$ cat src/rtl/rst_seq_pkg.sv
// Shared types and width helpers for the reset sequencer.
// State encoding plus counter sizing used by the top and its timers.
package rst_seq_pkg;

  typedef enum logic [2:0] {
    IDLE     = 3'd0,
    ASSERT   = 3'd1,
    HOLD     = 3'd2,
    RELEASE  = 3'd3,
    WAIT_REL = 3'd4
  } state_t;

  function automatic int clog2(input int n);
    int r;
    r = 0;
    while ((1 << r) < n) r++;
    return r;
  endfunction

  // Never let a counter collapse to zero bits.
  function automatic int cnt_w(input int n);
    return (clog2(n) < 1) ? 1 : clog2(n);
  endfunction

  localparam int DEF_NUM_OUTS = 3;
  localparam int DEF_HOLD_W   = cnt_w(16);
  localparam int DEF_ACK_W    = cnt_w(256);
  localparam int DEF_IDX_W    = cnt_w(DEF_NUM_OUTS);

endpackage

$ cat src/rtl/rst_seq_timer.sv
// Saturating up-counter, reloaded to zero by load,
// with a flag for reaching the terminal value.
module rst_seq_timer #(
  parameter int W = 4
) (
  input  logic         clk,
  input  logic         rst,
  input  logic         load,
  input  logic [W-1:0] term,
  output logic         hit
);

  logic [W-1:0] count;

  always_ff @(posedge clk or posedge rst) begin
    if (rst) begin
      count <= '0;
    end else if (load) begin
      count <= '0;
    end else if (count != '1) begin
      count <= count + W'(1);
    end
  end

  assign hit = (count == term);

endmodule

$ cat src/rtl/rst_seq_ctrl.sv
// Reset sequencer: asserts all domain resets, holds, then
// releases them in order and waits for acknowledgement.
module rst_seq_ctrl
  import rst_seq_pkg::*;
#(
  parameter int NUM_OUTS       = 3,
  parameter int HOLD_CYCLES    = 16,
  parameter int STAGGER_CYCLES = 4,
  parameter int ACK_TIMEOUT    = 255
) (
  input  logic                clk,
  input  logic                rst,
  input  logic                sw_rst_req,
  input  logic                err_clr,
  input  logic [NUM_OUTS-1:0] rst_ack_in,
  output logic [NUM_OUTS-1:0] rst_out,
  output logic                busy,
  output logic                done,
  output logic                timeout_err
);

  localparam int HMAX = (HOLD_CYCLES > STAGGER_CYCLES) ?
                        HOLD_CYCLES : STAGGER_CYCLES;
  localparam int HW = cnt_w(HMAX);
  localparam int AW = cnt_w(ACK_TIMEOUT + 1);
  localparam int IW = cnt_w(NUM_OUTS);

  localparam logic [HW-1:0] H_TERM = HW'(HOLD_CYCLES - 1);
  localparam logic [HW-1:0] S_TERM = HW'(STAGGER_CYCLES - 1);
  localparam logic [AW-1:0] A_TERM =
    AW'((ACK_TIMEOUT > 0) ? ACK_TIMEOUT - 1 : 0);
  localparam logic [IW-1:0] LAST = IW'(NUM_OUTS - 1);
  localparam bit SKIP = (ACK_TIMEOUT == 0);

  state_t        state;
  logic [IW-1:0] idx;
  logic [HW-1:0] h_term;
  logic          h_hit;
  logic          a_hit;
  logic          tmo;
  logic          all0;
  logic          all1;
  logic          chg;
  logic          stag;

  assign all0   = ~|rst_ack_in;
  assign all1   = &rst_ack_in;
  assign tmo    = !SKIP && a_hit;
  assign h_term = (state == HOLD) ? H_TERM : S_TERM;

  // Timers restart on every state change; the hold timer
  // also restarts at each stagger step.
  always_comb begin
    chg  = 1'b0;
    stag = 1'b0;
    unique case (state)
      IDLE:     chg = sw_rst_req;
      ASSERT:   chg = all0 || SKIP || tmo;
      HOLD:     chg = h_hit;
      RELEASE: begin
        stag = h_hit;
        chg  = sw_rst_req || (h_hit && idx == LAST);
      end
      WAIT_REL: chg = sw_rst_req || all1 || SKIP || tmo;
      default:  chg = 1'b1;
    endcase
  end

  rst_seq_timer #(.W(HW)) u_hold (
    .clk  (clk),
    .rst  (rst),
    .load (chg || stag),
    .term (h_term),
    .hit  (h_hit)
  );

  rst_seq_timer #(.W(AW)) u_ack (
    .clk  (clk),
    .rst  (rst),
    .load (chg),
    .term (A_TERM),
    .hit  (a_hit)
  );

  always_ff @(posedge clk or posedge rst) begin
    if (rst) begin
      state       <= HOLD;
      rst_out     <= '0;
      busy        <= 1'b1;
      done        <= 1'b0;
      timeout_err <= 1'b0;
      idx         <= '0;
    end else begin
      done <= 1'b0;
      if (err_clr) timeout_err <= 1'b0;
      unique case (state)
        IDLE: begin
          if (sw_rst_req) begin
            state   <= ASSERT;
            rst_out <= '0;
            busy    <= 1'b1;
          end
        end
        ASSERT: begin
          if (all0 || SKIP) begin
            state <= HOLD;
          end else if (tmo) begin
            state       <= HOLD;
            timeout_err <= 1'b1;
          end
        end
        HOLD: begin
          if (h_hit) begin
            rst_out[0] <= 1'b1;
            idx        <= IW'(1);
            state      <= (NUM_OUTS == 1) ? WAIT_REL : RELEASE;
          end
        end
        RELEASE: begin
          if (sw_rst_req) begin
            state   <= ASSERT;
            rst_out <= '0;
          end else if (h_hit) begin
            rst_out[idx] <= 1'b1;
            idx          <= idx + IW'(1);
            if (idx == LAST) state <= WAIT_REL;
          end
        end
        WAIT_REL: begin
          if (sw_rst_req) begin
            state   <= ASSERT;
            rst_out <= '0;
          end else if (all1 || SKIP) begin
            state <= IDLE;
            busy  <= 1'b0;
            done  <= 1'b1;
          end else if (tmo) begin
            state       <= IDLE;
            busy        <= 1'b0;
            done        <= 1'b1;
            timeout_err <= 1'b1;
          end
        end
        default: begin
          state   <= HOLD;
          rst_out <= '0;
          busy    <= 1'b1;
        end
      endcase
    end
  end

endmodule

$ cat config.mk
export PLATFORM = sky130hd
export DESIGN_NAME = rst_seq_ctrl
export DESIGN_NICKNAME = d
export VERILOG_FILES = /design/src/rtl/rst_seq_pkg.sv /design/src/rtl/rst_seq_timer.sv /design/src/rtl/rst_seq_ctrl.sv
export SDC_FILE = /design/constraint.sdc
export NUM_CORES = 1
export LEC_CHECK = 0
export ABC_AREA = 1
export CAP_MARGIN = 20
export CORE_AREA = 8 8 62 64
export CTS_BUF_LIST = sky130_fd_sc_hd__clkbuf_4
export DETAILED_ROUTE_END_ITERATION = 10
export DIE_AREA = 0 0 70 72
export HOLD_SLACK_MARGIN = 0.03
export PLACE_DENSITY = 0.74
export SLEW_MARGIN = 30
export SYNTH_ARGS = -nofsm -noshare
export SYNTH_HDL_FRONTEND = slang
export SYNTH_SLANG_ARGS = --single-unit
$ cat constraint.sdc
create_clock -name clk -period 1.97 [get_ports clk]
set_input_delay 0.2955 -clock clk [delete_from_list [all_inputs] [get_ports clk]]
set_output_delay 0.2955 -clock clk [all_outputs]
set_load 0.02 [all_outputs]
Yosys cells after proc, flatten, opt, wreduce, memory -nomap -nowiden:

Index checks and enable logic that the tools add are counted.

* bits in registers: 23
* output and inout port bits: 6
* word-level logic and storage cells: 105

* add/subtract/negate cells: 3
* order comparisons: 2
* eq/ne operators: 20
* mux-type cells: 45
* bitwise gates (word level): 4
* reductions and logical operators: 22

Operator list (number)
* $mux 3: 13
* $mux 1: 16
* $mux 8: 2
* $pmux 3 s5: 1
* $mux 4: 3
* $ne 3x3->1 const B: 4
* $reduce_and 4->1: 3
* $ne 2x2->1 const B: 5
* $add 8x1->8 const B: 1
* $eq 8x8->1 const B: 1
* $ne 4x4->1 const B: 2
* $ne 8x8->1 const B: 1
* $eq 3x2->1 const B: 2
* $mux 2: 3
* $pmux 2 s3: 1
* $reduce_and 3->1: 2
* $reduce_and 6->1: 1
* $reduce_bool 2->1: 3
* $reduce_or 3->1: 2
* $logic_or 1x1->1: 5
* $pmux 1 s5: 1
* $add 4x1->4 const B: 1
* $eq 4x4->1: 1
* $pmux 1 s4: 1
* other kinds (17): 21

Longest topological paths before layout:

Gate-level depths: netlist (run 1).

* depth after elaboration: 8
* gate-level depth with buffers: 9
* mapped depth without buffers: 9

By module:

A second synthesis (run 1) with hierarchy kept.

* cell total of the unflattened synthesis: 249
* area total of the unflattened synthesis: 1682.9 µm²

By module, submodules not included
* rst_seq_ctrl: times used 1, cells each 119, area each 810.8 µm², seq. area each 277.8 µm²
* rst_seq_timer (u_ack): times used 1, cells each 89, area each 596.8 µm², seq. area each 200.2 µm²
* rst_seq_timer (u_hold): times used 1, cells each 41, area each 275.3 µm², seq. area each 100.1 µm²

Worst setup path before layout (run 1):

No wires, ideal clock.

* kind: register -> register
* from: register u_hold.count[0]
* to: register u_ack.count[7]
* setup time: 0.121 ns
* data arrival time: 1.353 ns
* required time: 1.849 ns
* slack: 0.496 ns
* stages on the path, launching flop included: 9
* buffers on the path: 0
* cells stage by stage: dfrtp_1 -> ha_1 -> nand3_1 -> inv_1 -> nor2_1 -> nor2_4 -> nand2_4 -> nor2_8 -> nor2_2

* cells in the longest elaborated chain, start to end: 5
* elaborated cells on any way between the ends: 6
* classes of those cells: eq/ne (1); mux (2); reduce/logical (3)

RTL lines
* start: declaration: line rst_seq_timer.sv:13 `logic [W-1:0] count;`
* start signal: assignment: line rst_seq_timer.sv:21 `count <= count + W'(1);`
* $eq 4x4->1 *: line rst_seq_timer.sv:25 `assign hit = (count == term);`
* $logic_and 1x1->1: line rst_seq_ctrl.sv:62 `chg = sw_rst_req || (h_hit && idx == LAST);`
* $logic_or 1x1->1: line rst_seq_ctrl.sv:62
* $pmux 1 s5 *: line rst_seq_ctrl.sv:56 `unique case (state)`
* $mux 8 or $reduce_bool 2->1 (tied branches)
* end signal: assignment: line rst_seq_timer.sv:21
* end: declaration: line rst_seq_timer.sv:13

Mark *: on every way between the ends. The rest lies on a longest branch, timed or not.
A chain may end at the register's enable or synchronous reset.

Worst setup path after layout (run 1):

* from: register busy
* to: output port busy

RTL lines
* start: declaration: line rst_seq_ctrl.sv:17 `output logic busy,`
* start signal: assignment: line rst_seq_ctrl.sv:89 `busy <= 1'b1;`
* start signal: assignment: line rst_seq_ctrl.sv:101 `busy <= 1'b1;`
* start signal: assignment: line rst_seq_ctrl.sv:135 `busy <= 1'b0;`

No word-level cell between the ends.

==> flow_summary.json, run 1 <==
{
  "cp_cell_sequence": "clkdlybuf4s50_1",
  "core_um2": 2900,
  "reg2reg_from": "u_hold.count[0]",
  "maxCapViolCount": 0,
  "synthTopCellsByArea": "dfrtp_1, nand2_1, nand3_1",
  "worst_pin_slew_ps": 375,
  "finalNonFillerCells": 256,
  "r2r_end": "u_ack.count[2]",
  "critPathTopFamily": "buffers and inverters",
  "clk_pin_slew_ps": 140,
  "tns_ps": 0,
  "syn_inst": 206,
  "postPlaceCellArea_um2": 1690,
  "n_antenna_cell": 0,
  "final_antenna_net_count": 0,
  "fin_crit_sh_pct": 89.2,
  "crit_fanout": 2,
  "worst_setup_path_end_kind": "output port",
  "synth_mux_area_share_pct": 0,
  "hpwl_um": 2210,
  "ir_worst_vdd_mv": 0.767,
  "synth_compound_area_share_pct": 6.00,
  "syn-num-nets": 219,
  "status": "finished clean",
  "setup_violations": 0,
  "grt-ovfl-total": 0,
  "synth_top_flop_cell": "dfrtp_1",
  "power_mw": 2.06,
  "clock_skew_ps": 8.94,
  "final_layout_size_suffix_gt1_share_pct": 14.8,
  "dpl.cell_count": 252,
  "yosys.area_share.simple_pct": 41.7,
  "drt_iter0_markers": 78,
  "timing.hold.ws_ps": 290,
  "tritoncts": "done",
  "cp.required_ps": 1670,
  "rows": 20,
  "avgSynthCellArea_um2": 7.39,
  "p_per_area_nw_per_um2": 1200,
  "seq_area_frac_synth_pct": 38.0,
  "grt_pass1_vias": 1176,
  "synth_area_um2": 1520,
  "worst_r2r_path_depth": 8,
  "postLayoutCellArea_um2": 1720,
  "hold_viol": 0,
  "relSlewSlack_pct": 75.0,
  "io-pin-count": 13,
  "power_leakage_nw": 0.867,
  "cts_setup_buffers": 0,
  "ys_ff_latch": 23,
  "synth-adder-area-share_pct": 4.93,
  "fill_cells": 283,
  "grt_max_degree": 24,
  "synth_edf_count": 0,
  "synth_top_cell_area_share_pct": 34.5,
  "timing.fmax_mhz": 569,
  "rsz0062_at_grt": "false",
  "area_growth_syn_to_layout_pct": 12.7,
  "die-area_um2": 5040,
  "via_count": 1298,
  "ys_types": 24,
  "die_y_um": 72,
  "synth_xor_area_share_pct": 1.15,
  "nets": 237,
  "worstSetupPathType": "flip-flop to output port",
  "cpPeakStageDelay_ps": 600,
  "initial_utilization_pct": 52.5,
  "drtPass1Iterations": 4,
  "drc_errors": 0,
  "cts_root_buf": "clkbuf_4",
  "cts_buffers": 3,
  "drv_slew": 0,
  "reg2reg_setup_slack_ps": 320,
  "critPathArrivalTime_ps": 1460,
  "synth_common_cells": "nand2_1, inv_1, nor2_1, nand3_1, dfrtp_1",
  "layout_min_cycle_time_ps": 1760,
  "cpMaxStageDelayCell": "clkdlybuf4s50_1",
  "synthArstFlopShare_pct": 100,
  "wl_per_cell_um": 11.2,
  "antenna_found_initial": 0,
  "grt_usage_pct": 12.0,
  "io_buffers": 12,
  "start_kind": "flip-flop",
  "clock_sinks": 23,
  "vias_per_cell": 5.07,
  "cts_resized": 0,
  "cts_buffer_depth": 2,
  "die_w_um": 70,
  "yosysMostFrequentCell": "nand2_1",
  "synth_top_family_by_area": "simple AND/OR/NAND/NOR gates",
  "routed_wl_um": 2880,
  "crit_cells": 1,
  "grt_pass1_wl_um": 5120,
  "synth_area_leader_cell": "dfrtp_1",
  "cts_hold_buf": 0,
  "synth_warnings": 0,
  "clk_latency_ps": 320,
  "htreeDepth": 1,
  "cp_num_buf_inv": 1,
  "gp_congestion": 0.827,
  "hp-class": "input port to async pin"
}
## power breakdown
group          switching [mW]  total [mW]  internal [mW]
registers               0.141       0.740          0.599
logic                   0.693        1.09          0.399
clock network           0.155       0.231         0.0761
## placed cells by master, fill, tap and decap left out, drive strengths merged
cell,n
clkdlybuf4s50,12
nor2,38
clkbuf,3
ha,6
buf,2
inv,30
o21ai,14
nand3,24
clkinv,1
dfstp,2
nand4,8
xor2,1
nand2,55
nor3,1
dfrtp,21
a21oi,3
o22ai,1
xnor2,1
## worst max path at each step
stage                               start              to  slack [ps]
after floorplan           u_hold.count[0]  u_ack.count[7]         500
after global placement      rst_ack_in[1]  u_ack.count[7]         310
after detailed placement       sw_rst_req  u_ack.count[6]         280
after CTS                            busy            busy         190
after global routing      u_hold.count[0]  u_ack.count[6]         120
final                                busy            busy         210
## sequential cells by signal, indices dropped and copies added, names as in the netlist
signal,count
busy,1
done,1
idx,2
rst_out,3
state,3
timeout_err,1
u_ack.count,8
u_hold.count,4
## cell families (layout without fill, tap and decap cells)
kind of cell	count (synthesis)	after routing
xor+xnor	2	2
compound gates	18	18
simple gates	126	126
flops	23	23
fa+ha+maj	6	6
buf+inv	31	48
## layout make-up
type	instances	area (um^2)	area share, %
flip-flops and latches	23	578	33.7
well taps	33	41.3	2.41
inverters	30	115	6.71
repair buffers	14	135	7.88
multi-input cells	152	818	47.7
clock inverters	1	5.00	0.292
clock buffers	3	22.5	1.31
## metrics by stage
| step | utilization [%] | setup slack [ps] |
|---|---|---|
| 6_report | 59.1 | 212 |
| 3_3_place_gp | 58.1 | 310 |
| 2_1_floorplan | - | 496 |
| 5_1_grt | 59.1 | 124 |
| 4_1_cts | 59.1 | 187 |
| 3_5_place_dp | 58.1 | 278 |
## routing by layer
metal,routed length [um],vias to the layer above,track usage [%]
met5,0,-,0
met4,33,0,5.13
met3,85,4,2.86
met2,1280,13,18.8
met1,1480,586,15.5
li1,-,695,-
(Power assumes the default switching activity.)
==> inputs of run 2 (changes only) <==
Settings changed: CAP_MARGIN 20 to not set.
==> results of run 2 <==
No change in the layout: final DEF, timing and power equal those of run 1.
==> inputs of run 3 (changes only) <==
Settings changed: CTS_CLUSTER_DIAMETER set to 60.
==> results of run 3 <==
No change in the layout: final DEF, timing and power equal those of run 1.
